`config.mk`:
```
export PLATFORM = sky130hd
export DESIGN_NAME = ucie_ctl_csr_regfile
export DESIGN_NICKNAME = d
export VERILOG_FILES = /design/src/rtl/ucie_ctl_csr_pkg.sv /design/src/rtl/ucie_ctl_csr_sticky32.sv /design/src/rtl/ucie_ctl_csr_regfile.sv
export SDC_FILE = /design/constraint.sdc
export NUM_CORES = 1
export LEC_CHECK = 0
export BUFFER_PORTS_ARGS = -buffer_cell sky130_fd_sc_hd__buf_2
export CORE_MARGIN = 3
export CORE_UTILIZATION = 40
export CTS_CLUSTER_SIZE = 8
export DETAILED_ROUTE_END_ITERATION = 12
export RECOVER_POWER = 50
export SYNTH_ARGS = -nofsm -noshare
export SYNTH_HDL_FRONTEND = slang
export SYNTH_SLANG_ARGS = --single-unit
```
`constraint.sdc`:
```
create_clock -name i_fdi_lclk -period 1.95 [get_ports i_fdi_lclk]
set_input_delay 0.0975 -clock i_fdi_lclk [delete_from_list [all_inputs] [get_ports i_fdi_lclk]]
set_output_delay 0.0975 -clock i_fdi_lclk [all_outputs]
set_load 0.05 [all_outputs]
```
`src/rtl/ucie_ctl_csr_pkg.sv`:
```
// Shared constants for the UCIe controller CSR register file: register word map,
// FDI state encodings and field positions.
package ucie_ctl_csr_pkg;

    localparam int unsigned ADDR_W  = 8;
    localparam int unsigned DATA_W  = 32;
    localparam int unsigned WORD_W  = 6;
    localparam int unsigned STATE_W = 4;
    localparam int unsigned CNT_W   = 8;

    // Word index (byte address [7:2]) of each register
    typedef enum logic [WORD_W-1:0] {
        REG_LINK_CTRL  = 6'h00,
        REG_LINK_STS   = 6'h01,
        REG_UNCORR_STS = 6'h02,
        REG_CORR_STS   = 6'h03,
        REG_HDR_LOG    = 6'h04,
        REG_ADVCAP     = 6'h05,
        REG_ERR_MASK   = 6'h06,
        REG_DROP_CNT   = 6'h07
    } csr_word_e;

    typedef enum logic [STATE_W-1:0] {
        FDI_RESET   = 4'b0000,
        FDI_ACTIVE  = 4'b0001,
        FDI_RETRAIN = 4'b1011
    } fdi_state_e;

    localparam int unsigned RETRAIN_BIT = 0;

    localparam logic [CNT_W-1:0] DROP_CNT_MAX = 8'hFF;

    function automatic logic [WORD_W-1:0] word_of(input logic [ADDR_W-1:0] addr);
        return addr[ADDR_W-1:ADDR_W-WORD_W];
    endfunction

endpackage

```
`src/rtl/ucie_ctl_csr_sticky32.sv`:
```
// 32-bit sticky status register: OR-set from hardware, write-1-to-clear from
// software, with set winning when both hit the same bit in one cycle.
module ucie_ctl_csr_sticky32
    import ucie_ctl_csr_pkg::*;
(
    input  logic              clk,
    input  logic              rst_n,
    input  logic [DATA_W-1:0] set_bits,
    input  logic [DATA_W-1:0] clr_bits,
    output logic [DATA_W-1:0] q
);

    always_ff @(posedge clk or negedge rst_n) begin
        if (!rst_n) begin
            q <= '0;
        end else begin
            q <= (q & ~clr_bits) | set_bits;
        end
    end

endmodule

```
`src/rtl/ucie_ctl_csr_regfile.sv`:
```
// Adapter-side CSR file: sticky error status, logs, link control and capability
// registers shared between the logging write port and a software access port.
module ucie_ctl_csr_regfile
    import ucie_ctl_csr_pkg::*;
#(
    parameter logic [31:0] ADVCAP_RST   = 32'h0000_0000,
    parameter logic [31:0] ERR_MASK_RST = 32'hFFFF_FFFF
) (
    input  logic        i_fdi_lclk,
    input  logic        i_rst_n,
    input  logic        i_a_wr,
    input  logic [7:0]  i_a_addr,
    input  logic [31:0] i_a_wdata,
    input  logic [3:0]  i_fdi_pl_state_sts,
    input  logic        i_sw_wr,
    input  logic        i_sw_rd,
    input  logic [7:0]  i_sw_addr,
    input  logic [31:0] i_sw_wdata,
    output logic [31:0] o_sw_rdata,
    output logic        o_sw_rvalid,
    output logic        o_sw_err,
    output logic        o_CSR_UCIe_Link_Control_Retrain,
    output logic [31:0] o_CSR_ADVCAP,
    output logic        o_irq
);

    logic [WORD_W-1:0] hw_word;
    logic [WORD_W-1:0] sw_word;
    logic              sw_addr_ok;
    logic              sw_conflict;
    logic              sw_wr_ok;
    logic              sw_rd_ok;
    logic              hw_drop;
    logic              retrain_entry;
    logic [DATA_W-1:0] uncorr_set, uncorr_clr, corr_set, corr_clr;
    logic [DATA_W-1:0] uncorr_q, corr_q;
    logic [DATA_W-1:0] rd_mux;

    logic [DATA_W-STATE_W-1:0] link_sts_q;
    logic [DATA_W-1:0]         hdr_log_q;
    logic [DATA_W-1:0]         advcap_q;
    logic [DATA_W-1:0]         err_mask_q;
    logic [CNT_W-1:0]          drop_cnt_q;
    logic [STATE_W-1:0]        state_q;
    logic                      retrain_q;
    logic [DATA_W-1:0]         rdata_q;
    logic                      rvalid_q;
    logic                      err_q;
    logic                      irq_q;

    // Byte-lane bits of both addresses are don't-care in a word-aligned map
    logic unused_ok;
    assign unused_ok = ^{i_a_addr[1:0], i_sw_addr[1:0]};

    assign hw_word     = word_of(i_a_addr);
    assign sw_word     = word_of(i_sw_addr);
    assign sw_addr_ok  = (sw_word <= WORD_W'(REG_DROP_CNT));
    assign sw_conflict = i_sw_wr & i_sw_rd;
    assign sw_wr_ok    = i_sw_wr & ~i_sw_rd & sw_addr_ok;
    assign sw_rd_ok    = i_sw_rd & ~i_sw_wr;

    assign hw_drop = i_a_wr & ~((hw_word == REG_LINK_STS)   | (hw_word == REG_UNCORR_STS) |
                                (hw_word == REG_CORR_STS)   | (hw_word == REG_HDR_LOG));

    assign retrain_entry = (i_fdi_pl_state_sts == FDI_RETRAIN) && (state_q != FDI_RETRAIN);

    assign uncorr_set = (i_a_wr   && hw_word == REG_UNCORR_STS) ? i_a_wdata  : '0;
    assign uncorr_clr = (sw_wr_ok && sw_word == REG_UNCORR_STS) ? i_sw_wdata : '0;
    assign corr_set   = (i_a_wr   && hw_word == REG_CORR_STS)   ? i_a_wdata  : '0;
    assign corr_clr   = (sw_wr_ok && sw_word == REG_CORR_STS)   ? i_sw_wdata : '0;

    ucie_ctl_csr_sticky32 u_uncorr_sts (
        .clk      (i_fdi_lclk),
        .rst_n    (i_rst_n),
        .set_bits (uncorr_set),
        .clr_bits (uncorr_clr),
        .q        (uncorr_q)
    );

    ucie_ctl_csr_sticky32 u_corr_sts (
        .clk      (i_fdi_lclk),
        .rst_n    (i_rst_n),
        .set_bits (corr_set),
        .clr_bits (corr_clr),
        .q        (corr_q)
    );

    // HW-owned overwrite registers; SW has no write path to them
    always_ff @(posedge i_fdi_lclk or negedge i_rst_n) begin
        if (!i_rst_n) begin
            link_sts_q <= '0;
            hdr_log_q  <= '0;
        end else if (i_a_wr) begin
            if (hw_word == REG_LINK_STS) link_sts_q <= i_a_wdata[DATA_W-1:STATE_W];
            if (hw_word == REG_HDR_LOG)  hdr_log_q  <= i_a_wdata;
        end
    end

    // SW read/write registers
    always_ff @(posedge i_fdi_lclk or negedge i_rst_n) begin
        if (!i_rst_n) begin
            advcap_q   <= ADVCAP_RST;
            err_mask_q <= ERR_MASK_RST;
        end else if (sw_wr_ok) begin
            if (sw_word == REG_ADVCAP)   advcap_q   <= i_sw_wdata;
            if (sw_word == REG_ERR_MASK) err_mask_q <= i_sw_wdata;
        end
    end

    // Retrain request: cleared on entry into the Retrain state, ahead of any SW set
    always_ff @(posedge i_fdi_lclk or negedge i_rst_n) begin
        if (!i_rst_n) begin
            state_q   <= '0;
            retrain_q <= 1'b0;
        end else begin
            state_q <= i_fdi_pl_state_sts;
            if (retrain_entry) begin
                retrain_q <= 1'b0;
            end else if (sw_wr_ok && sw_word == REG_LINK_CTRL) begin
                retrain_q <= i_sw_wdata[RETRAIN_BIT];
            end
        end
    end

    // Saturating count of HW writes that land on no HW-writable register
    always_ff @(posedge i_fdi_lclk or negedge i_rst_n) begin
        if (!i_rst_n) begin
            drop_cnt_q <= '0;
        end else if (sw_wr_ok && sw_word == REG_DROP_CNT) begin
            drop_cnt_q <= CNT_W'(hw_drop);
        end else if (hw_drop && drop_cnt_q != DROP_CNT_MAX) begin
            drop_cnt_q <= drop_cnt_q + CNT_W'(1);
        end
    end

    always_comb begin
        rd_mux = '0;
        case (sw_word)
            REG_LINK_CTRL:  rd_mux = DATA_W'(retrain_q);
            REG_LINK_STS:   rd_mux = {link_sts_q, i_fdi_pl_state_sts};
            REG_UNCORR_STS: rd_mux = uncorr_q;
            REG_CORR_STS:   rd_mux = corr_q;
            REG_HDR_LOG:    rd_mux = hdr_log_q;
            REG_ADVCAP:     rd_mux = advcap_q;
            REG_ERR_MASK:   rd_mux = err_mask_q;
            REG_DROP_CNT:   rd_mux = DATA_W'(drop_cnt_q);
            default:        rd_mux = '0;
        endcase
    end

    // Read response, error pulse and interrupt
    always_ff @(posedge i_fdi_lclk or negedge i_rst_n) begin
        if (!i_rst_n) begin
            rdata_q  <= '0;
            rvalid_q <= 1'b0;
            err_q    <= 1'b0;
            irq_q    <= 1'b0;
        end else begin
            rvalid_q <= sw_rd_ok;
            if (sw_rd_ok) rdata_q <= rd_mux;
            err_q <= sw_conflict | ((i_sw_wr | i_sw_rd) & ~sw_addr_ok);
            irq_q <= |((uncorr_q | corr_q) & ~err_mask_q);
        end
    end

    assign o_sw_rdata                      = rdata_q;
    assign o_sw_rvalid                     = rvalid_q;
    assign o_sw_err                        = err_q;
    assign o_CSR_UCIe_Link_Control_Retrain = retrain_q;
    assign o_CSR_ADVCAP                    = advcap_q;
    assign o_irq                           = irq_q;

endmodule

```
==> qor.csv <==
stage;metric;value;unit
pwr;Leakage;0.00666;uW
timing;fmax;531;MHz
min_path;critical hold path startpoint;i_sw_wr;
critical_path;crit path capture type;flop;
critical_path;arrival time at the worst endpoint;2250;ps
critical_path;CP max-delay cell;dlygate4sd3_1;
drt;WL per Instance;22.8;um
timing;Max Slew Vio Count;54;
grt;GR Util All Layers;23.9;%
die;width of the die;172;um
die;chip height;172;um
drt;Initial DRT Pass Iterations;6;
synth;most common flop cell mapped by yosys;dfrtp_1;
critical_path;Max FO, Critical Path;10;
layout;final-stage net count;1269;
placed_design;DP Wirelength;23200;um
synth;Compound-Gate Fraction of Synth Area;15.3;%
placed_design;DP Cell Count;1402;
critical_path;Crit Path Class;primary input to flop;
critical_path;R2R cell count;4;
synth;synthesized netlist cell count;911;
timing;setup TNS;0;ps
critical_path;largest stage delay on the critical path;560;ps
timing;setup violators final;0;
timing;Final Hold Viols;0;
synth;Synth Area in Adders;0.204;%
clock_network;# resized after CTS;0;
timing;Clock Skews;12.8;ps
pwr;power per cell area;918;nW/um2
layout;Filler cells;2410;
drt;WL final;35200;um
timing;slew at the pin closest to its max-slew limit;1540;ps
critical_path;Setup crit start kind;primary input;
layout;most frequent cells in the layout;204 x dfrtp_1, 119 x buf_2, 87 x mux2_1, 86 x nand2_1, 81 x dlygate4sd3_1;
timing;Rel. slew slack;-2.64;%
synth;synth warn;0;
layout;layout cells sized above 1;26.4;%
synth;XOR/XNOR Fraction of Synth Area;0;%
synth;EDFF count, synth;0;
min_path;worst hold path cell count;3;
placed_design;routability cong.;0.838;
synth;syn avg cell area;12.1;um2
timing;min Tclk post-route;1880;ps
clock_network;TritonCTS clock tree;done;
grt;first-pass GRT wire length;54100;um
clock_network;worst skew pair latency;490;ps
timing;RSZ-0062 raised after global routing;false;
run;maximum capacitance violations;1;
clock_network;CTS max path bufs;3;
synth;cell taking the most area after synthesis;dfrtp_1;
layout;commonest non-fill, non-tap cell in the layout;dfrtp_1;
critical_path;reg2reg setup slack;180;ps
synth;largest family of logic cells by synthesized area;multiplexers;
min_path;worst min path class;primary input to flop;
layout;diode count;0;
layout;Finished Layout Cells;1544;
layout;synth-to-layout area growth;30.0;%
synth;Syn Std Cell Area;11000;um2
grt;pin count of the biggest net entering global routing;56;
clock_network;CTS Sinks;236;
synth;Synth cell types;63;
die;I/O pin total;157;
drt;via count;8988;
die;Starting Density;40.8;%
grt;vias in the first global route;9030;
critical_path;Crit Reg-Reg Endpoint;drop_cnt_q[5]$_DFFE_PN0P_;
clock_network;H-Tree Depth;2;
synth;Synth Area in Simple Gates;9.63;%
critical_path;WP data required;2320;ps
timing;period utilization;96.5;%
synth;mux cell area share after synthesis;17.6;%
clock_network;Worst-path clk slew;50;ps
synth;area fraction of the dominant cell type after synthesis;46.3;%
die;# rows;60;
drt;Detailed Route Iter0 Violations;785;
clock_network;postcts setup bufs;0;
clock_network;CTS Buf Count;35;
min_path;WHS Endpoint;o_sw_rvalid$_DFF_PN0_;
clock_network;root buffer cell;clkbuf_16;
status;status;finished with violations;
drt;drc violations;0;
grt;grt ovf;0;
synth;ranking of synthesized cells by area;dfrtp_1 46%, mux2_1 8.9%, dfstp_2 7.6%;
grt;antenna violations before repair;0;
pwr;Max VDD drop;555;uV
drt;number of vias per cell;5.82;
placed_design;Buffers on Ports;152;
clock_network;# hold bufs at CTS;81;
die;die area;29600;um2
synth;fraction of registers with async set/reset;100;%
synth;sequential cell area fraction in the yosys report;54.0;%
synth;Synth Register Bits;236;
critical_path;reg2reg start;drop_cnt_q[0]$_DFFE_PN0P_;
critical_path;CP Cell Sequence;buf_2 -> or3_1 -> nor4_4 -> buf_4 -> nand2_1 -> a22o_1 -> dlygate4sd3_1;
status;failing checks;max-capacitance violations, max-slew violations;
drt;DRT antenna net count;0;
die;Core ar.;27000;um2
synth;syn_nets;1001;
==> cells by family after synthesis <==
logic type | Yosys count
AOI/OAI and AO/OA | 222
and+or+nand+nor | 210
DFF | 236
adders and majority gates | 2
muxes | 174
buffers and inverters | 67
==> synth_stat cells (all sizes together) (5+ instances only) <==
library cell    n
dfrtp         204
a22oi          11
nand2          88
inv             6
nor3           27
o211ai         11
nand2b          6
a21oi          34
a31oi          12
a32o            8
nor4            8
a221o           7
clkbuf         30
a22o           72
a221oi         12
nand3           5
mux2          138
o22ai          17
nor2           42
mux2i          34
and3            7
a2111oi         6
o21ai          12
dfstp          32
buf            31
==> flip-flops by register name (all words and copies together), names as in the netlist <==
signal / flops
err_mask_q: 32
o_CSR_UCIe_Link_Control_Retrain: 1
u_uncorr_sts.q: 32
o_CSR_ADVCAP: 32
u_corr_sts.q: 32
o_sw_err: 1
state_q: 4
o_sw_rvalid: 1
drop_cnt_q: 8
o_sw_rdata: 32
hdr_log_q: 32
o_irq: 1
link_sts_q: 28
==> stage by stage <==
step	area (um2)	setup slack [ps]	hold WS (ps)	utilization, %	total power, uW
final	14300	68.3	19.1	53.0	13100
after global routing	14300	8.06	31.3	53.0	13700
after CTS	14400	103	5.27	53.2	13300
after detailed placement	12500	20.4	64.3	46.4	7410
after global placement	12500	31.3	64.4	46.4	7370
after floorplan	11000	306	-198	-	6650
==> how the worst max path moves through the flow <==
stage | startpoint | cells past startpoint | slack [ps] | endpoint
2_1_floorplan | i_sw_addr[4] | 6 | 310 | u_uncorr_sts.q[10]$_DFF_PN0_
3_3_place_gp | i_sw_addr[6] | 7 | 30 | o_sw_rdata[17]$_DFFE_PN0P_
3_5_place_dp | i_sw_addr[7] | 7 | 20 | o_sw_rdata[17]$_DFFE_PN0P_
4_1_cts | i_sw_addr[7] | 7 | 100 | u_corr_sts.q[7]$_DFF_PN0_
5_1_grt | i_rst_n | 3 | 8 | err_mask_q[10]$_DFFE_PN1P_
6_report | i_sw_addr[7] | 7 | 70 | u_corr_sts.q[7]$_DFF_PN0_
==> metal layers <==
layer	track usage, %	up-vias	routed length [um]
li1	-	3981	-
met1	34.5	4559	15800
met2	37.7	378	16200
met3	3.66	70	2400
met4	6.14	0	754
met5	0	-	0
==> report_power, final <==
part	switching [uW]	internal (uW)	total (uW)	leakage, uW
combinational	944	828	1770	0.00311
sequential	351	5360	5710	0.00305
clock	2130	3530	5660	0.000490
==> worst max-delay path: cells and delay by family <==
| family | cells | cell delay (ps) |
|---|---|---|
| simple gates | 3 | 1010 |
| buf+inv | 3 | 980 |
| compound gates | 1 | 180 |
==> cell type report <==
cell class / count / area, um2 / share of cell area, %
Clock buffer: 61 / 1030 / 7.16
Inverter: 6 / 22.5 / 0.157
Multi-Input combinational cell: 608 / 4750 / 33.1
Sequential cell: 236 / 5950 / 41.5
Tap cell: 341 / 427 / 2.98
Timing Repair Buffer: 292 / 2150 / 15.0
No activity file was read; power rests on OpenSTA's default activity.
